===== src/rtl/am2940_sequencer.sv =====
// Purpose : programs an AM2940 DMA address generator from one descriptor per job and paces its stepping.
// Latency : descriptor accepted at edge T; WRITE_CR/LOAD_ADDR/LOAD_WC occupy T+1..T+3; RUN from T+4; one FIN cycle.
// Backpr. : desc_ready is high only in IDLE; xfer_req is acked combinationally in RUN unless done/abort/timeout.
//
// Ports:
//   clk, reset_n                 clock, asynchronous active-low reset
//   desc_valid/desc_ready        descriptor handshake; desc_addr/desc_count/desc_mode payload
//   xfer_req/xfer_ack            memory-side word step request and same-cycle grant
//   abort                        cancels the current job (ignored in IDLE)
//   busy/dma_done/dma_err        job status: in progress, one-cycle completion, sticky error
//   am_i/am_datain/am_aci/am_wci AM2940 instruction, data and carry-in pins
//   am_done                      AM2940 done output
module am2940_sequencer #(
  parameter int WIDTH   = 8,
  parameter int TIMEOUT = 255,
  parameter int TW      = 8
) (
  input  logic             clk,
  input  logic             reset_n,
  input  logic             desc_valid,
  output logic             desc_ready,
  input  logic [WIDTH-1:0] desc_addr,
  input  logic [WIDTH-1:0] desc_count,
  input  logic [2:0]       desc_mode,
  input  logic             xfer_req,
  output logic             xfer_ack,
  input  logic             abort,
  output logic             busy,
  output logic             dma_done,
  output logic             dma_err,
  output logic [2:0]       am_i,
  output logic [WIDTH-1:0] am_datain,
  output logic             am_aci,
  output logic             am_wci,
  input  logic             am_done
);

  typedef enum logic [2:0] {
    S_IDLE    = 3'd0,
    S_WR_CR   = 3'd1,
    S_LD_ADDR = 3'd2,
    S_LD_WC   = 3'd3,
    S_RUN     = 3'd4,
    S_FIN     = 3'd5
  } state_t;

  localparam logic [2:0] I_WRITE_CR   = 3'd0;
  localparam logic [2:0] I_READ_AC    = 3'd3;
  localparam logic [2:0] I_LOAD_ADDR  = 3'd5;
  localparam logic [2:0] I_LOAD_WC    = 3'd6;
  localparam logic [2:0] I_ENABLE_CNT = 3'd7;

  localparam logic [TW-1:0] TIMEOUT_C = TW'(TIMEOUT);
  localparam logic [TW-1:0] WDOG_ONE  = TW'(1);

  state_t           state_q, state_d;
  logic [WIDTH-1:0] addr_q, addr_d;
  logic [WIDTH-1:0] count_q, count_d;
  logic [2:0]       mode_q, mode_d;
  logic             err_q, err_d;
  logic [TW-1:0]    wdog_q, wdog_d;

  logic [TW-1:0]    wdog_inc;
  logic             timeout_hit;

  // The watchdog fires on the RUN cycle that would bring the idle count up to
  // TIMEOUT, so exactly TIMEOUT request-free RUN cycles elapse before exit.
  assign wdog_inc    = wdog_q + WDOG_ONE;
  assign timeout_hit = (TIMEOUT != 0) && (state_q == S_RUN) && !xfer_req &&
                       (wdog_inc == TIMEOUT_C);

  always_comb begin
    state_d    = state_q;
    addr_d     = addr_q;
    count_d    = count_q;
    mode_d     = mode_q;
    err_d      = err_q;
    wdog_d     = '0;
    desc_ready = 1'b0;
    busy       = 1'b1;
    xfer_ack   = 1'b0;
    dma_done   = 1'b0;
    am_i       = I_READ_AC;
    am_datain  = '0;

    case (state_q)
      S_IDLE: begin
        busy       = 1'b0;
        desc_ready = 1'b1;
        if (desc_valid) begin
          addr_d  = desc_addr;
          count_d = desc_count;
          mode_d  = desc_mode;
          err_d   = 1'b0;
          state_d = S_WR_CR;
        end
      end
      S_WR_CR: begin
        am_i      = I_WRITE_CR;
        am_datain = WIDTH'(mode_q);
        state_d   = S_LD_ADDR;
      end
      S_LD_ADDR: begin
        am_i      = I_LOAD_ADDR;
        am_datain = addr_q;
        state_d   = S_LD_WC;
      end
      S_LD_WC: begin
        am_i      = I_LOAD_WC;
        am_datain = count_q;
        // A zero-length job never enables counting.
        state_d   = (count_q == '0) ? S_FIN : S_RUN;
      end
      S_RUN: begin
        am_i   = I_ENABLE_CNT;
        wdog_d = xfer_req ? '0 : wdog_inc;
        if (timeout_hit) begin
          err_d   = 1'b1;
          state_d = S_IDLE;
        end else if (am_done) begin
          // Counter already exhausted: a concurrent request is not granted.
          state_d = S_FIN;
        end else if (xfer_req) begin
          xfer_ack = 1'b1;
        end
      end
      S_FIN: begin
        dma_done = 1'b1;
        state_d  = S_IDLE;
      end
      default: begin
        state_d = S_IDLE;
      end
    endcase

    // Abort overrides everything outside IDLE, including a pending completion.
    if ((state_q != S_IDLE) && abort) begin
      state_d  = S_IDLE;
      err_d    = 1'b1;
      xfer_ack = 1'b0;
      dma_done = 1'b0;
    end
  end

  // Both AM2940 counters step together on every granted word.
  assign am_aci  = xfer_ack;
  assign am_wci  = xfer_ack;
  assign dma_err = err_q;

  always_ff @(posedge clk or negedge reset_n) begin
    if (!reset_n) begin
      state_q <= S_IDLE;
      addr_q  <= '0;
      count_q <= '0;
      mode_q  <= '0;
      err_q   <= 1'b0;
      wdog_q  <= '0;
    end else begin
      state_q <= state_d;
      addr_q  <= addr_d;
      count_q <= count_d;
      mode_q  <= mode_d;
      err_q   <= err_d;
      wdog_q  <= wdog_d;
    end
  end

endmodule


===== config.mk =====
export PLATFORM = sky130hd
export DESIGN_NAME = am2940_sequencer
export DESIGN_NICKNAME = d
export VERILOG_FILES = /design/src/rtl/am2940_sequencer.sv
export SDC_FILE = /design/constraint.sdc
export NUM_CORES = 1
export LEC_CHECK = 0
export BUFFER_PORTS_ARGS = -buffer_cell sky130_fd_sc_hd__buf_2
export CELL_PAD_IN_SITES_DETAIL_PLACEMENT = 1
export CELL_PAD_IN_SITES_GLOBAL_PLACEMENT = 2
export CORE_UTILIZATION = 33
export CTS_CLUSTER_SIZE = 24
export DETAILED_ROUTE_END_ITERATION = 7
export PLACE_DENSITY_LB_ADDON = 0.1
export SLEW_MARGIN = 30
export SYNTH_ARGS = -nofsm -noshare
export SYNTH_HDL_FRONTEND = slang
export SYNTH_SLANG_ARGS = --single-unit
export TNS_END_PERCENT = 100

===== constraint.sdc =====
create_clock -name clk -period 1.7 [get_ports clk]
set_input_delay 0.17 -clock clk [delete_from_list [all_inputs] [get_ports clk]]
set_output_delay 0.17 -clock clk [all_outputs]
set_load 0.03 [all_outputs]

==> results.md <==
* Synth cell count leaders: 31 x dfrtp_1, 22 x mux2_2, 22 x nor2_1
* Yosys top cell area share at 0.487
* Comb pwr share at 0.498
* Clk pin slew, worst setup/hold paths at 0.07 ns
* Setup violators final at 3
* Crit. End Element: primary output
* Routed WL at 3960 um
* Final net count at 224
* Initial DRC count at 22
* DP Area at 0.00189 mm^2
* Top_reg_cell synth: dfrtp_1
* H-tree depth at 2
* CP delay by family, top: buffers and inverters
* Final WS setup at -0.0232 ns
* WL/cell at 15.9 um
* Crit path cell chain: buf_6 -> buf_6 -> mux2_2 -> a22oi_2 -> nor2_1 -> buf_4
* Number of synthesized register bits at 31
* Worst-Margin Slew at 0.410 ns
* Layout cells sized above 1 at 0.540
* Fin. Hold Viols at 0
* DP Wirelength at 2820 um
* VDD IR-drop max at 647 uV
* Final std cells w/o fill at 250
* Worst hold stages at 2
* Critical Path RT at 1.53 ns
* Failing checks: setup timing
* Async SR Flop Fraction at 1.00
* Synth area leader: dfrtp_1
* Gp weighted congestion at 0.752
* Core Footprint at 0.00450 mm^2
* GRT Overall Usage at 0.173
* Worst min-delay path category: primary input to register
* Synth-to-Final Area Change at 35.8%
* TritonCTS buffer count at 5
* Setup CP Type: register to primary output
* Cells on worst reg2reg path at 4
* Latest clock arrival within the worst-skew pair at 0.28 ns
* Post-synthesis sequential area ratio at 0.487
* CP bufs+invs at 3
* Initial antenna violation count at 0
* Die ar. at 0.00510 mm^2
* Final Cell Area at 0.00216 mm^2
* Clock Skew at 0.00656 ns
* Net Sw Frac at 0.383
* Seq pwr share at 0.324
* Critical path launch point type: register
* Initial core utilization at 0.353
* Syn_area_per_cell at 11.5 um^2
* Reg-to-reg endpoint: count_q[0]$_DFFE_PN0P_
* Io pins at 43
* DRC viols at 0
* RSZ-0062 raised after global routing: true
* First-pass GRT wire length at 6570 um
* PwrDens at 1690 mW/mm^2
* Placed Instances at 233
* Crit-path most repeated cell: buf_6
* Max Cap Violations at 0
* Largest net degree at the start of global routing at 32
* CTS Buffer Depth at 2
* Yosys warning count at 0
* R2R Setup Slk at 0.06 ns
* Clock Power Share at 0.177
* Most frequent cell after synthesis: dfrtp_1
* CTS Sinks at 31
* Final Max Tran Viols at 0
* Vias at 1241
* Drt first pass iters at 4
* Synth cell types at 37
* Number of global-route vias before repair at 1303
* Crit path max fanout at 4
* Row Count at 24
* Main area contributors after synthesis: dfrtp_1 49%, mux2_2 16%, nor2_1 5.2%
* Sw power at 0.00139 W
* Cell count after synthesis at 138
* Max Clock Freq at 580 MHz
* EDFF count, synth at 0
* Post-synthesis cell area at 0.00159 mm^2
* Reg2reg start: state_q[0]$_DFFE_PN0P_
* Chip height at 71.4 um
* Internal at 0.00225 W
* Max stage delay on crit path at 0.36 ns
* Root Driver: clkbuf_8
* Setup WS pre-CTS at -0.00627 ns
* Slew headroom at 0.727
* Min-delay src: desc_addr[7]
* GRT Residual Overflow at 0
* Diodes inserted at 0
* Min Tclk post-route at 1.72 ns
* Critical path arrival at 1.55 ns
* Final period util at 1.01
* Routed Antenna Nets at 0
* Vias per inst at 4.96
* Leakage at 1.00 nW
* I/O Buffers at 42
* Die Width at 71.4 um
* Status: finished, violations left
* CTS tree: built
* Total Power at 0.00364 W
* Synthesized Nets at 165
* WHS Endpoint: addr_q[7]$_DFFE_PN0P_
* Slowest-stage cell, CP: dfrtp_1
## routing by layer
metal | global-route usage | wire (um) | share of wire | vias up
met5 | 0 | 0 | 0 | -
li1 | - | - | - | 597
met3 | 0.0450 | 122 | 0.031 | 5
met4 | 0.0600 | 53 | 0.013 | 0
met1 | 0.214 | 1760 | 0.44 | 614
met2 | 0.293 | 2030 | 0.51 | 25
## power groups by stage
stage,combinational (W),sequential (W),clock (W)
floorplan,0.00115,0.00117,0
global placement,0.00149,0.00117,0
detailed placement,0.00153,0.00119,0
CTS,0.00180,0.00119,0.000673
global route,0.00194,0.00122,0.000702
finish,0.00182,0.00118,0.000647
## stage by stage
| stage | util | TNS (ns) | hold slack [ns] |
|---|---|---|---|
| final | 0.480 | -0.0465 | 0.118 |
| after global routing | 0.480 | -0.385 | 0.110 |
| after CTS | 0.473 | -0.194 | 0.108 |
| after detailed placement | 0.420 | -0.00627 | 0.214 |
| after global placement | 0.420 | 0 | 0.206 |
| after floorplan | - | -0.889 | -0.126 |
## layout make-up
class / instances / area [um^2]
Clock buffer: 7 / 96.3
Clock inverter: 1 / 7.51
Fill cell: 492 / 2340
Inverter: 2 / 12.5
Multi-Input combinational cell: 98 / 805
Sequential cell: 31 / 778
Tap cell: 52 / 65.1
Timing Repair Buffer: 59 / 398
## timing repair
action	in CTS	in global routing
setup buffers	7	2
hold buffers	1	0
setup endpoints to repair	11	12
resized for setup	23	6
gates cloned	1	0
pin swaps	4	4
endpoints found under the hold margin	31	0
## worst max path at each step
stage,startpoint,end,cells after the start
after floorplan,state_q[0]$_DFFE_PN0P_,addr_q[6]$_DFFE_PN0P_,5
after global placement,state_q[0]$_DFFE_PN0P_,addr_q[7]$_DFFE_PN0P_,4
after detailed placement,state_q[0]$_DFFE_PN0P_,count_q[1]$_DFFE_PN0P_,4
after CTS,state_q[1]$_DFFE_PN0P_,am_datain[0],6
after global routing,state_q[1]$_DFFE_PN0P_,am_datain[2],6
final,state_q[1]$_DFFE_PN0P_,am_datain[2],6
## worst reg2reg max path, cell delays in order, from the launching register on
cell and delay (ns):
dfrtp_2 0.42, or3_4 0.42, inv_6 0.08, and2_4 0.25
mux2_2 0.36
## placed cells by master (no fill, tap or decap), drive strengths merged, types with 3 or more instances in the layout
| master | Yosys | final |
|---|---|---|
| a21oi | 3 | 3 |
| a22oi | 3 | 3 |
| and2 | 3 | 4 |
| buf | 7 | 58 |
| clkbuf | 1 | 7 |
| dfrtp | 31 | 31 |
| mux2 | 22 | 22 |
| mux2i | 5 | 5 |
| nand2 | 6 | 6 |
| nand4 | 3 | 3 |
| nor2 | 23 | 23 |
| xor2 | 4 | 4 |
## state kept, by name, summed over array words and instances, names as in the netlist
signal,count
wdog_q,8
addr_q,8
dma_err,1
state_q,3
count_q,8
mode_q,3
## cells by family (layout without fill, tap and decap cells)
family	after synthesis	after routing	synth area share
xor gates and xnor gates	6	6	0.0330
DFF	31	31	0.487
AOI/OAI and AO/OA	14	14	0.0645
adders and majority gates	2	2	0.0157
muxes	27	27	0.187
buffers and inverters	10	69	0.0495
and+or+nand+nor	48	49	0.163
No activity file was read; power rests on OpenSTA's default activity.
